[src/rtl/decode_stage_pkg.sv]
// -----------------------------------------------------------------------------
// decode_stage_pkg
//   Constants shared by the decode stage and the ALU:
//     - bit positions and width of the one-hot ALU control word
//     - MIPS primary opcode and SPECIAL funct values handled by decode
//   No ports; imported with "import decode_stage_pkg::*;".
// -----------------------------------------------------------------------------
package decode_stage_pkg;

   // One-hot ALU control word: one bit per operation.
   localparam int ALU_OP_W = 12;
   typedef logic [ALU_OP_W-1:0] alu_ctrl_t;

   localparam int ALU_ADD  = 0;
   localparam int ALU_SUB  = 1;
   localparam int ALU_SLT  = 2;
   localparam int ALU_SLTU = 3;
   localparam int ALU_AND  = 4;
   localparam int ALU_NOR  = 5;
   localparam int ALU_OR   = 6;
   localparam int ALU_XOR  = 7;
   localparam int ALU_SLL  = 8;
   localparam int ALU_SRL  = 9;
   localparam int ALU_SRA  = 10;
   localparam int ALU_LUI  = 11;

   // Primary opcodes (inst[31:26]).
   localparam logic [5:0] OP_SPECIAL = 6'h00;
   localparam logic [5:0] OP_ADDIU   = 6'h09;
   localparam logic [5:0] OP_SLTI    = 6'h0a;
   localparam logic [5:0] OP_SLTIU   = 6'h0b;
   localparam logic [5:0] OP_ANDI    = 6'h0c;
   localparam logic [5:0] OP_ORI     = 6'h0d;
   localparam logic [5:0] OP_XORI    = 6'h0e;
   localparam logic [5:0] OP_LUI     = 6'h0f;

   // SPECIAL funct codes (inst[5:0]).
   localparam logic [5:0] FN_SLL  = 6'h00;
   localparam logic [5:0] FN_SRL  = 6'h02;
   localparam logic [5:0] FN_SRA  = 6'h03;
   localparam logic [5:0] FN_SLLV = 6'h04;
   localparam logic [5:0] FN_SRLV = 6'h06;
   localparam logic [5:0] FN_SRAV = 6'h07;
   localparam logic [5:0] FN_ADDU = 6'h21;
   localparam logic [5:0] FN_SUBU = 6'h23;
   localparam logic [5:0] FN_AND  = 6'h24;
   localparam logic [5:0] FN_OR   = 6'h25;
   localparam logic [5:0] FN_XOR  = 6'h26;
   localparam logic [5:0] FN_NOR  = 6'h27;
   localparam logic [5:0] FN_SLT  = 6'h2a;
   localparam logic [5:0] FN_SLTU = 6'h2b;

   // Control word with only the bit for operation idx set.
   function automatic alu_ctrl_t alu_onehot(input int idx);
      return alu_ctrl_t'(1) << idx;
   endfunction

endpackage

[src/rtl/decode_stage_inst_decoder.sv]
// -----------------------------------------------------------------------------
// inst_decoder
//   Purely combinational instruction decoder for the decode stage.
//   Ports:
//     inst          in   32  instruction word
//     alu_control   out  12  one-hot ALU operation (0 when not recognised)
//     src1_is_sa    out   1  operand 1 is the shift amount field (SLL/SRL/SRA)
//     src1_is_zero  out   1  operand 1 is zero (LUI)
//     src2_is_imm   out   1  operand 2 is the extended immediate (I-type)
//     imm_zext      out   1  immediate is zero-extended (ANDI/ORI/XORI/LUI)
//     dest          out   5  destination register, 0 when none
//     rs_used       out   1  instruction reads rs
//     rt_used       out   1  instruction reads rt
//     ri            out   1  instruction not recognised
// -----------------------------------------------------------------------------
module inst_decoder
   import decode_stage_pkg::*;
(
   input  logic [31:0] inst,
   output alu_ctrl_t   alu_control,
   output logic        src1_is_sa,
   output logic        src1_is_zero,
   output logic        src2_is_imm,
   output logic        imm_zext,
   output logic [4:0]  dest,
   output logic        rs_used,
   output logic        rt_used,
   output logic        ri
);

   logic [5:0] opcode;
   logic [5:0] funct;
   logic [4:0] rt;
   logic [4:0] rd;

   assign opcode = inst[31:26];
   assign rt     = inst[20:16];
   assign rd     = inst[15:11];
   assign funct  = inst[5:0];

   always_comb begin
      alu_control  = '0;
      src1_is_sa   = 1'b0;
      src1_is_zero = 1'b0;
      src2_is_imm  = 1'b0;
      imm_zext     = 1'b0;
      dest         = '0;
      rs_used      = 1'b0;
      rt_used      = 1'b0;
      ri           = 1'b0;

      if (opcode == OP_SPECIAL) begin
         case (funct)
            FN_ADDU: alu_control = alu_onehot(ALU_ADD);
            FN_SUBU: alu_control = alu_onehot(ALU_SUB);
            FN_SLT:  alu_control = alu_onehot(ALU_SLT);
            FN_SLTU: alu_control = alu_onehot(ALU_SLTU);
            FN_AND:  alu_control = alu_onehot(ALU_AND);
            FN_NOR:  alu_control = alu_onehot(ALU_NOR);
            FN_OR:   alu_control = alu_onehot(ALU_OR);
            FN_XOR:  alu_control = alu_onehot(ALU_XOR);
            FN_SLLV: alu_control = alu_onehot(ALU_SLL);
            FN_SRLV: alu_control = alu_onehot(ALU_SRL);
            FN_SRAV: alu_control = alu_onehot(ALU_SRA);
            FN_SLL: begin
               alu_control = alu_onehot(ALU_SLL);
               src1_is_sa  = 1'b1;
            end
            FN_SRL: begin
               alu_control = alu_onehot(ALU_SRL);
               src1_is_sa  = 1'b1;
            end
            FN_SRA: begin
               alu_control = alu_onehot(ALU_SRA);
               src1_is_sa  = 1'b1;
            end
            default: ri = 1'b1;
         endcase
         // Constant shifts take their amount from sa, so rs is not read.
         if (!ri) begin
            dest    = rd;
            rt_used = 1'b1;
            rs_used = ~src1_is_sa;
         end
      end else begin
         src2_is_imm = 1'b1;
         case (opcode)
            OP_ADDIU: alu_control = alu_onehot(ALU_ADD);
            OP_SLTI:  alu_control = alu_onehot(ALU_SLT);
            OP_SLTIU: alu_control = alu_onehot(ALU_SLTU);
            OP_ANDI: begin
               alu_control = alu_onehot(ALU_AND);
               imm_zext    = 1'b1;
            end
            OP_ORI: begin
               alu_control = alu_onehot(ALU_OR);
               imm_zext    = 1'b1;
            end
            OP_XORI: begin
               alu_control = alu_onehot(ALU_XOR);
               imm_zext    = 1'b1;
            end
            OP_LUI: begin
               // The ALU performs the shift by 16; decode only supplies imm.
               alu_control  = alu_onehot(ALU_LUI);
               imm_zext     = 1'b1;
               src1_is_zero = 1'b1;
            end
            default: ri = 1'b1;
         endcase
         if (!ri) begin
            dest    = rt;
            rs_used = ~src1_is_zero;
         end
      end
   end

endmodule

[src/rtl/decode_stage.sv]
// -----------------------------------------------------------------------------
// decode_stage
//   MIPS pipeline decode stage. Holds one instruction from fetch, reads the
//   register file, stalls on RAW hazards against EX/MEM/WB destinations and
//   offers the decoded ALU control word and operands to execute.
//   Ports:
//     clk, resetn                    clock, asynchronous active-low reset
//     flush                          drop the held instruction at the next edge
//     fs_to_ds_valid, fs_pc, fs_inst instruction offered by fetch
//     ds_allowin                     decode accepts this cycle
//     rf_raddr1/2, rf_rdata1/2       register file read ports (rs, rt)
//     es_dest, ms_dest, ws_dest      in-flight destinations, 0 = none
//     es_allowin                     execute accepts this cycle
//     ds_to_es_valid                 decoded instruction offered to execute
//     ds_alu_control                 one-hot ALU operation
//     ds_alu_src1, ds_alu_src2       ALU operands
//     ds_dest                        destination register, 0 = none
//     ds_pc                          PC of the held instruction
//     ds_ri                          held instruction not recognised
//
//   Handshake: a stage transfers an instruction downstream on a clock edge
//   where the producer's valid and the consumer's allowin are both high.
//   allowin depends on the consumer's own state and the downstream allowin,
//   never on the upstream valid, so no combinational loop forms.
// -----------------------------------------------------------------------------
module decode_stage
   import decode_stage_pkg::*;
(
   input  logic             clk,
   input  logic             resetn,
   input  logic             flush,
   input  logic             fs_to_ds_valid,
   input  logic [31:0]      fs_pc,
   input  logic [31:0]      fs_inst,
   output logic             ds_allowin,
   output logic [4:0]       rf_raddr1,
   output logic [4:0]       rf_raddr2,
   input  logic [31:0]      rf_rdata1,
   input  logic [31:0]      rf_rdata2,
   input  logic [4:0]       es_dest,
   input  logic [4:0]       ms_dest,
   input  logic [4:0]       ws_dest,
   input  logic             es_allowin,
   output logic             ds_to_es_valid,
   output alu_ctrl_t        ds_alu_control,
   output logic [31:0]      ds_alu_src1,
   output logic [31:0]      ds_alu_src2,
   output logic [4:0]       ds_dest,
   output logic [31:0]      ds_pc,
   output logic             ds_ri
);

   logic        ds_valid;
   logic [31:0] ds_inst;
   logic        ds_ready_go;
   logic        hazard;

   // Instruction fields of the held instruction.
   logic [4:0]  rs;
   logic [4:0]  rt;
   logic [4:0]  sa;
   logic [15:0] imm;

   assign rs  = ds_inst[25:21];
   assign rt  = ds_inst[20:16];
   assign sa  = ds_inst[10:6];
   assign imm = ds_inst[15:0];

   // Decoder outputs.
   alu_ctrl_t  dec_alu_control;
   logic       dec_src1_is_sa;
   logic       dec_src1_is_zero;
   logic       dec_src2_is_imm;
   logic       dec_imm_zext;
   logic [4:0] dec_dest;
   logic       dec_rs_used;
   logic       dec_rt_used;
   logic       dec_ri;

   inst_decoder u_inst_decoder (
      .inst         (ds_inst),
      .alu_control  (dec_alu_control),
      .src1_is_sa   (dec_src1_is_sa),
      .src1_is_zero (dec_src1_is_zero),
      .src2_is_imm  (dec_src2_is_imm),
      .imm_zext     (dec_imm_zext),
      .dest         (dec_dest),
      .rs_used      (dec_rs_used),
      .rt_used      (dec_rt_used),
      .ri           (dec_ri)
   );

   // Register file reads follow the held instruction's fields directly.
   assign rf_raddr1 = rs;
   assign rf_raddr2 = rt;

   // RAW hazard: a source actually read by the instruction matches a pending
   // destination. $0 is excluded since destination 0 means "no write".
   logic rs_hit;
   logic rt_hit;

   assign rs_hit = (rs != 5'd0) &&
                   ((rs == es_dest) || (rs == ms_dest) || (rs == ws_dest));
   assign rt_hit = (rt != 5'd0) &&
                   ((rt == es_dest) || (rt == ms_dest) || (rt == ws_dest));

   assign hazard = ds_valid & ((dec_rs_used & rs_hit) | (dec_rt_used & rt_hit));

   assign ds_ready_go    = ~hazard;
   assign ds_allowin     = ~ds_valid | (ds_ready_go & es_allowin);
   assign ds_to_es_valid = ds_valid & ds_ready_go & ~flush;

   always_ff @(posedge clk or negedge resetn) begin
      if (!resetn) begin
         ds_valid <= 1'b0;
         ds_pc    <= '0;
         ds_inst  <= '0;
      end else begin
         if (flush) begin
            ds_valid <= 1'b0;
         end else if (ds_allowin) begin
            ds_valid <= fs_to_ds_valid;
         end
         if (fs_to_ds_valid && ds_allowin && !flush) begin
            ds_pc   <= fs_pc;
            ds_inst <= fs_inst;
         end
      end
   end

   // Operand muxes.
   logic [31:0] imm_ext;
   logic [31:0] src1_sel;
   logic [31:0] src2_sel;

   assign imm_ext = dec_imm_zext ? {16'h0000, imm} : {{16{imm[15]}}, imm};

   always_comb begin
      if (dec_src1_is_sa) begin
         src1_sel = {27'b0, sa};
      end else if (dec_src1_is_zero) begin
         src1_sel = '0;
      end else begin
         src1_sel = rf_rdata1;
      end
   end

   assign src2_sel = dec_src2_is_imm ? imm_ext : rf_rdata2;

   // Decoded outputs read as zero whenever no instruction is held, so an
   // empty stage never shows stale decode of the reset/previous word.
   assign ds_alu_control = ds_valid ? dec_alu_control : '0;
   assign ds_alu_src1    = ds_valid ? src1_sel        : '0;
   assign ds_alu_src2    = ds_valid ? src2_sel        : '0;
   assign ds_dest        = ds_valid ? dec_dest        : '0;
   assign ds_ri          = ds_valid & dec_ri;

endmodule

[config.mk]
export PLATFORM = sky130hd
export DESIGN_NAME = decode_stage
export DESIGN_NICKNAME = d
export VERILOG_FILES = /design/src/rtl/decode_stage_pkg.sv /design/src/rtl/decode_stage_inst_decoder.sv /design/src/rtl/decode_stage.sv
export SDC_FILE = /design/constraint.sdc
export NUM_CORES = 1
export LEC_CHECK = 0
export CORE_MARGIN = 2
export CORE_UTILIZATION = 40
export CTS_CLUSTER_SIZE = 25
export DETAILED_ROUTE_END_ITERATION = 10
export PLACE_DENSITY = 0.94
export REMOVE_ABC_BUFFERS = 1
export SLEW_MARGIN = 20
export SYNTH_ARGS = -nofsm -noshare
export SYNTH_HDL_FRONTEND = slang
export SYNTH_SLANG_ARGS = --single-unit
[constraint.sdc]
create_clock -name clk -period 5.2 [get_ports clk]
set_input_delay 1.56 -clock clk [delete_from_list [all_inputs] [get_ports clk]]
set_output_delay 1.56 -clock clk [all_outputs]
set_load 0.01 [all_outputs]
==> results of run 1 <==
==> Yosys cell counts <==
cell / count / share of area, %
a21oi_1: 19 / 2.3
nand3b_1: 1 / 0.18
a41oi_1: 1 / 0.21
nor3_1: 12 / 1.4
a22oi_1: 11 / 2.0
o32ai_1: 1 / 0.21
o21ai_0: 1 / 0.12
nor3_2: 1 / 0.24
and3_1: 3 / 0.44
xor2_1: 21 / 4.4
or2_2: 1 / 0.15
o22ai_1: 2 / 0.30
nand4_1: 1 / 0.15
inv_1: 1 / 0.089
or3_1: 4 / 0.59
o21bai_1: 1 / 0.18
a311o_1: 1 / 0.24
o21a_1: 18 / 3.2
o32a_1: 1 / 0.24
dfrtp_1: 65 / 39
and2_1: 28 / 4.1
a311oi_1: 1 / 0.21
mux2_4: 60 / 21
nor2_1: 25 / 2.2
or4_1: 4 / 0.71
buf_6: 7 / 1.9
nor2b_1: 2 / 0.30
clkinv_1: 1 / 0.089
mux2_2: 4 / 1.1
o31a_1: 2 / 0.42
nor4_1: 1 / 0.15
nand2b_1: 6 / 0.89
nand2_1: 39 / 3.5
nor4b_1: 2 / 0.42
xnor2_1: 9 / 1.9
buf_1: 2 / 0.18
nor3_4: 1 / 0.39
nor3b_1: 2 / 0.36
clkbuf_1: 17 / 1.5
nand3_1: 8 / 0.95
buf_4: 10 / 1.8
buf_2: 2 / 0.24
o22a_1: 2 / 0.42
==> layout make-up <==
cell class                 count  area, µm²
sequential                    65       1630
fill                         744       3000
tap                          136        170
timing repair buffer         294       2890
clock buffer                  10        138
inverter                       2       7.51
multi-input combinational    296       2370
clock inverter                 6       70.1
==> worst max-delay path by stage <==
| stage | endpoint | slack (ns) | cells past startpoint |
|---|---|---|---|
| 2_1_floorplan | ds_pc[10] | -0.32 | 6 |
| 3_3_place_gp | ds_allowin | -0.1 | 9 |
| 3_5_place_dp | ds_allowin | -0.19 | 9 |
| 4_1_cts | ds_allowin | 0.009 | 9 |
| 5_1_grt | ds_to_es_valid | 0.01 | 9 |
| 6_report | ds_to_es_valid | 0.13 | 9 |
==> through the flow <==
| step | cells | setup TNS [ns] | hold WS (ns) | utilization [%] | total power [mW] |
|---|---|---|---|---|---|
| final | 809 | 0 | 0.511 | 70.8 | 1.87 |
| after global routing | 809 | 0 | 0.523 | 70.8 | 1.97 |
| after CTS | 808 | 0 | 0.513 | 70.6 | 1.88 |
| after detailed placement | 792 | -0.361 | 0.491 | 68.6 | 1.41 |
| after global placement | 792 | -0.177 | 0.492 | 68.6 | 1.39 |
| after floorplan | 363 | -16.00 | 0.504 | - | 1.01 |
==> power by group <==
group	internal, mW	switching, mW
clock	0.241	0.224
combinational	0.450	0.249
sequential	0.591	0.112
total	1.28	0.585
==> logic make-up (layout without fill, tap and decap cells) <==
kind of cell | Yosys count | count (layout) | share of synthesized area (%)
simple gates | 141 | 141 | 17.2
compound gates | 61 | 61 | 9.93
xor+xnor | 30 | 30 | 6.22
buf+inv | 40 | 312 | 5.75
flops | 65 | 65 | 38.5
mux | 64 | 64 | 22.4
==> critical path, cell delays in order <==
cell and delay [ns]:
clkdlybuf4s50_1 0.51, xnor2_1 0.14, nand3_1 0.13, or3_1 0.38, and3_1 0.18, o32ai_2 0.13, buf_4 0.18, nor3_1 0.05
clkdlybuf4s15_1 0.26
==> placed cells by master, fill, tap and decap left out, types with 6 or more instances in the layout <==
cell and n:
clkdlybuf4s50_1 270, dfrtp_1 65, mux2_4 60, nand2_1 39
and2_1 28, nor2_1 25, xor2_1 21, buf_4 20
a21oi_1 19, o21a_1 18, nor3_1 12, a22oi_1 11
clkbuf_8 10, xnor2_1 9, nand3_1 8, nand2b_1 6
==> state kept, by name, indices dropped and copies added (netlist names) <==
signal and flops:
ds_inst 32, ds_pc 32, ds_valid 1
==> repair_timing <==
action | 4_1_cts | 5_1_grt
endpoints found under the setup margin | 2 | 2
gates resized for setup | 2 | 4
buffers inserted | 0 | 1
hold buffers | 0 | 0
pin swaps | 0 | 2
hold endpoints to repair | 0 | 0
==> metal layers <==
layer  global-route usage, %  vias up  share of wire [%]
li1                        -     1916                  -
met1                    32.9     1990                 40
met2                    45.7      193                 50
met3                    5.41       32                7.4
met4                    11.2        0                2.9
met5                       0        -                  0
==> flow_summary.yaml, run 1 <==
layout:
  area_growth_pct: 72.4
  final_area_mm2: 0.00728
  drive_above_1_share_pct: 16.2
  diodes: 0
  final_nets: 816
sta:
  worstMarginPinSlew_ns: 0.746
  hold_viol: 0
  drv_slew: 0
  rsz0062_at_grt: "no"
  timing.final.crit_share_pct: 97.6
  clock_skew_ns: 0.00503
  period_minus_slack_ns: 5.07
  max_freq_mhz: 197
  slew_headroom_pct: 50.1
  setup_viol: 0
  setup_ws_ns: 0.125
synthesis:
  synth_cell_types: 43
  ys_ff_latch: 65
  syn_avg_cell_area_um2: 10.5
  ys_seq_area_share_pct: 38.5
  synth_area_mm2: 0.00422
  yosysWarnings: 0
  syn_inst: 401
floorplan:
  ios: 274
  die_y_um: 107
  start_util_pct: 41.1
  die_width_um: 107
  die_area_mm2: 0.0114
  core-area_mm2: 0.0103
  num_rows: 37
worst_setup_path:
  critPathKind: "input pin to output port"
  critPathLaunchType: "input pin"
  rr_worst_depth: 7
  worstPathArrival_ns: 3.51
  reg2reg_slack_ns: 2.01
  r2r_start: "ds_inst[26]"
  critPathMaxFanout: 3
  rr_endpoint: "ds_pc[23]"
  worstPathRequired_ns: 3.64
  crit_path_start: "ms_dest[4]"
  cp-end-kind: "output port"
job:
  maxCapViolCount: 0
drt:
  viasPerCell: 5.11
  drc_errors: 0
  routed_wirelength_um: 15300
  ant_nets: 0
  dr.first_iter.drc_count: 140
  dr.pass1.iters: 4
  dr_total_vias: 4131
  avgRoutedWirePerCell_um: 18.9
clocking:
  cts-root-buf: "clkbuf_8"
  cts.sinks: 65
  clk-insertion-delay-late_ns: 0.35
  cts_tree: "built"
  path_clk_slew_ns: 0.08
  clk_path_buf_depth: 2
  cts_max_level: 3
  cts-buffers-inserted: 9
pwr:
  p_leak_nw: 3.07
  peakVddDrop_mv: 0.194
  power_density_mw_per_mm2: 257
global_route:
  track_usage_pct: 26.8
  antenna_found_initial: 0
  grt_overflow_total: 0
  grt_pass1_vias: 4281
  grt_pass1_wl_um: 23700
  grt_max_degree: 50
status:
  outcome: "finished clean"
hold_path:
  min_to: "ds_pc[13]"
  hold_depth: 1
  hp-start: "ds_pc[13]"
  hold_class: "register to register"
place:
  port-buffer-count: 273
  place_area_mm2: 0.00705
  pre_cts_ws_ns: -0.193
  dp_hpwl_um: 12000
  gp_congestion: 0.891
(Power assumes the default switching activity.)
==> run 2, diff against run 1 <==
- CORE_AREA: not set -> 2 2 106 108
- CORE_MARGIN: 2 -> not set
- CORE_UTILIZATION: 40 -> not set
- DIE_AREA: not set -> 0 0 108 110
- PLACE_DENSITY: 0.94 -> 0.93
==> run 2 against run 1 <==
Net effect:
- clock skew rose by 0.012 ns
- global-route usage down 0.94 points
- clock power fell by 13%
- non-clock buffer count shrank 1
- flip-flop and latch count unchanged
- sequential share of layout area up 0.066 points
- hold slack gained 0.0056 ns
- via count rose by 0.12%
- routed wire length grew 2.8%
==> flow_summary.yaml, run 2 (synthesis gave the netlist of run 1 again) <==
floorplan:
  die_y_um: 110
  core-area_mm2: 0.0107
  die_width_um: 108
  ios: 274
  die_area_mm2: 0.0119
  start_util_pct: 39.5
  num_rows: 38
worst_setup_path:
  worstPathRequired_ns: 3.64
  rr_worst_depth: 7
  critPathKind: "input pin to output port"
  worstPathCellList: "clkdlybuf4s50_1, xnor2_1, nand3_1, or3_1, and3_1, o32ai_1, buf_4, o21ai_0, clkdlybuf4s15_1"
  crit_path_start: "ms_dest[2]"
  crit_slowest_cell: "clkdlybuf4s50_1"
  critPathLaunchType: "input pin"
  worstPathArrival_ns: 3.49
  cp-end-kind: "output port"
  slowest_delay_ns: 0.51
  critPathMaxFanout: 3
  r2r_start: "ds_inst[27]"
drt:
  routed_wirelength_um: 15700
  dr.first_iter.drc_count: 252
  drc_errors: 0
  avgRoutedWirePerCell_um: 19.3
  viasPerCell: 5.09
  ant_nets: 0
  dr_total_vias: 4136
  dr.pass1.iters: 5
global_route:
  grt_pass1_vias: 4280
  antenna_found_initial: 0
  grt_overflow_total: 0
  grt_pass1_wl_um: 23200
  track_usage_pct: 25.8
  grt_max_degree: 54
layout:
  fill_cells: 794
  area_growth_pct: 71.9
  final_area_mm2: 0.00726
  drive_above_1_share_pct: 15.9
  diodes: 0
  fin_util_pct: 67.8
  reg.largest.list: "ds_inst: 32 flops, ds_pc: 32 flops, ds_valid: 1 flops"
  final_nets: 815
  final_common_cell: "clkdlybuf4s50_1"
  final_cell_mix: "clkdlybuf4s50_1 (270), dfrtp_1 (65), mux2_4 (60)"
clocking:
  post_cts_buffers: 0
  cts.sinks: 65
  cts-root-buf: "clkbuf_8"
  path_clk_slew_ns: 0.07
  cts_tree: "built"
  clk_path_buf_depth: 2
  cts_max_level: 3
  clk-insertion-delay-late_ns: 0.35
  postCtsHoldBufs: 0
  cts-buffers-inserted: 9
sta:
  period_minus_slack_ns: 5.05
  drv_slew: 0
  hold_viol: 0
  setup_ws_ns: 0.145
  max_freq_mhz: 198
  setup_viol: 0
  slew_headroom_pct: 45.7
  timing.final.crit_share_pct: 97.2
  finalSetupTns_ns: 0
  rsz0062_at_grt: "no"
  clock_skew_ns: 0.0171
  worstMarginPinSlew_ns: 0.812
place:
  pre_cts_ws_ns: -0.179
  gp_congestion: 0.886
  port-buffer-count: 273
  dp_hpwl_um: 12200
  place_area_mm2: 0.00706
pwr:
  power_density_mw_per_mm2: 250
  peakVddDrop_mv: 0.202
  p_leak_nw: 3.04
  finalPower_mw: 1.81
hold_path:
  hold_depth: 1
  hold_class: "register to register"
  hp-start: "ds_pc[4]"
status:
  outcome: "finished clean"
job:
  maxCapViolCount: 0
[run 2: cell count changes in the layout (fill, tap and decap cells not counted), sizes merged]
cell,previous run,this run
inv,5,2
clkdlybuf4s15,1,2
bufinv,1,0
buf,22,21
clkinvlp,0,3
[run 2: report_power, final]
| part | internal, mW | total (mW) | switching, mW | leakage (nW) |
|---|---|---|---|---|
| registers | 0.592 | 0.703 | 0.111 | 0.764 |
| clock network | 0.189 | 0.403 | 0.215 | 0.0822 |
| logic | 0.451 | 0.705 | 0.254 | 2.19 |
[run 2: per-layer routing]
layer	wire length (µm)	share of wire, %	global-route usage, %	vias up
li1	-	-	-	1910
met3	1160	7.4	5.58	33
met4	449	2.9	11.8	0
met5	0	0	0	-
met1	6160	39	30.6	1983
met2	7930	51	45.1	210
[run 2: path summary, 6_finish.rpt]
check                              to  slack, ns
min in group asynchronous  ds_inst[2]       1.26
max reg2reg                ds_inst[4]       1.99
max in group asynchronous  ds_inst[4]       2.97
min reg2reg                  ds_pc[4]       0.52
min                          ds_pc[4]       0.52
max                        ds_allowin       0.15
[run 2: repair_timing]
action | 4_1_cts | 5_1_grt
resized for setup | 2 | 4
cloned | 0 | 0
endpoints found under the hold margin | 0 | 0
setup endpoints to repair | 2 | 2
[run 2: final cells by class]
cell class | instances | area (µm²) | share of cell area, %
tap | 140 | 175 | 2.41
timing repair buffer | 293 | 2890 | 39.8
clock buffer | 11 | 141 | 1.95
multi-input combinational | 296 | 2380 | 32.7
clock inverter | 5 | 40.0 | 0.552
sequential | 65 | 1630 | 22.4
inverter | 2 | 7.51 | 0.103
[run 2: critical path: cells and delay by family]
family                 cells  cell delay, ns
AO/OA/AOI/OAI              2            0.21
AND/OR/NAND/NOR            3            0.64
buffers and inverters      3            0.95
XOR/XNOR                   1            0.13
[run 2: stage by stage]
step                hold WS (ns)  std cells
floorplan                  0.504        363
global placement           0.489        796
detailed placement         0.493        796
CTS                        0.519        812
global route               0.532        812
finish                     0.517        812
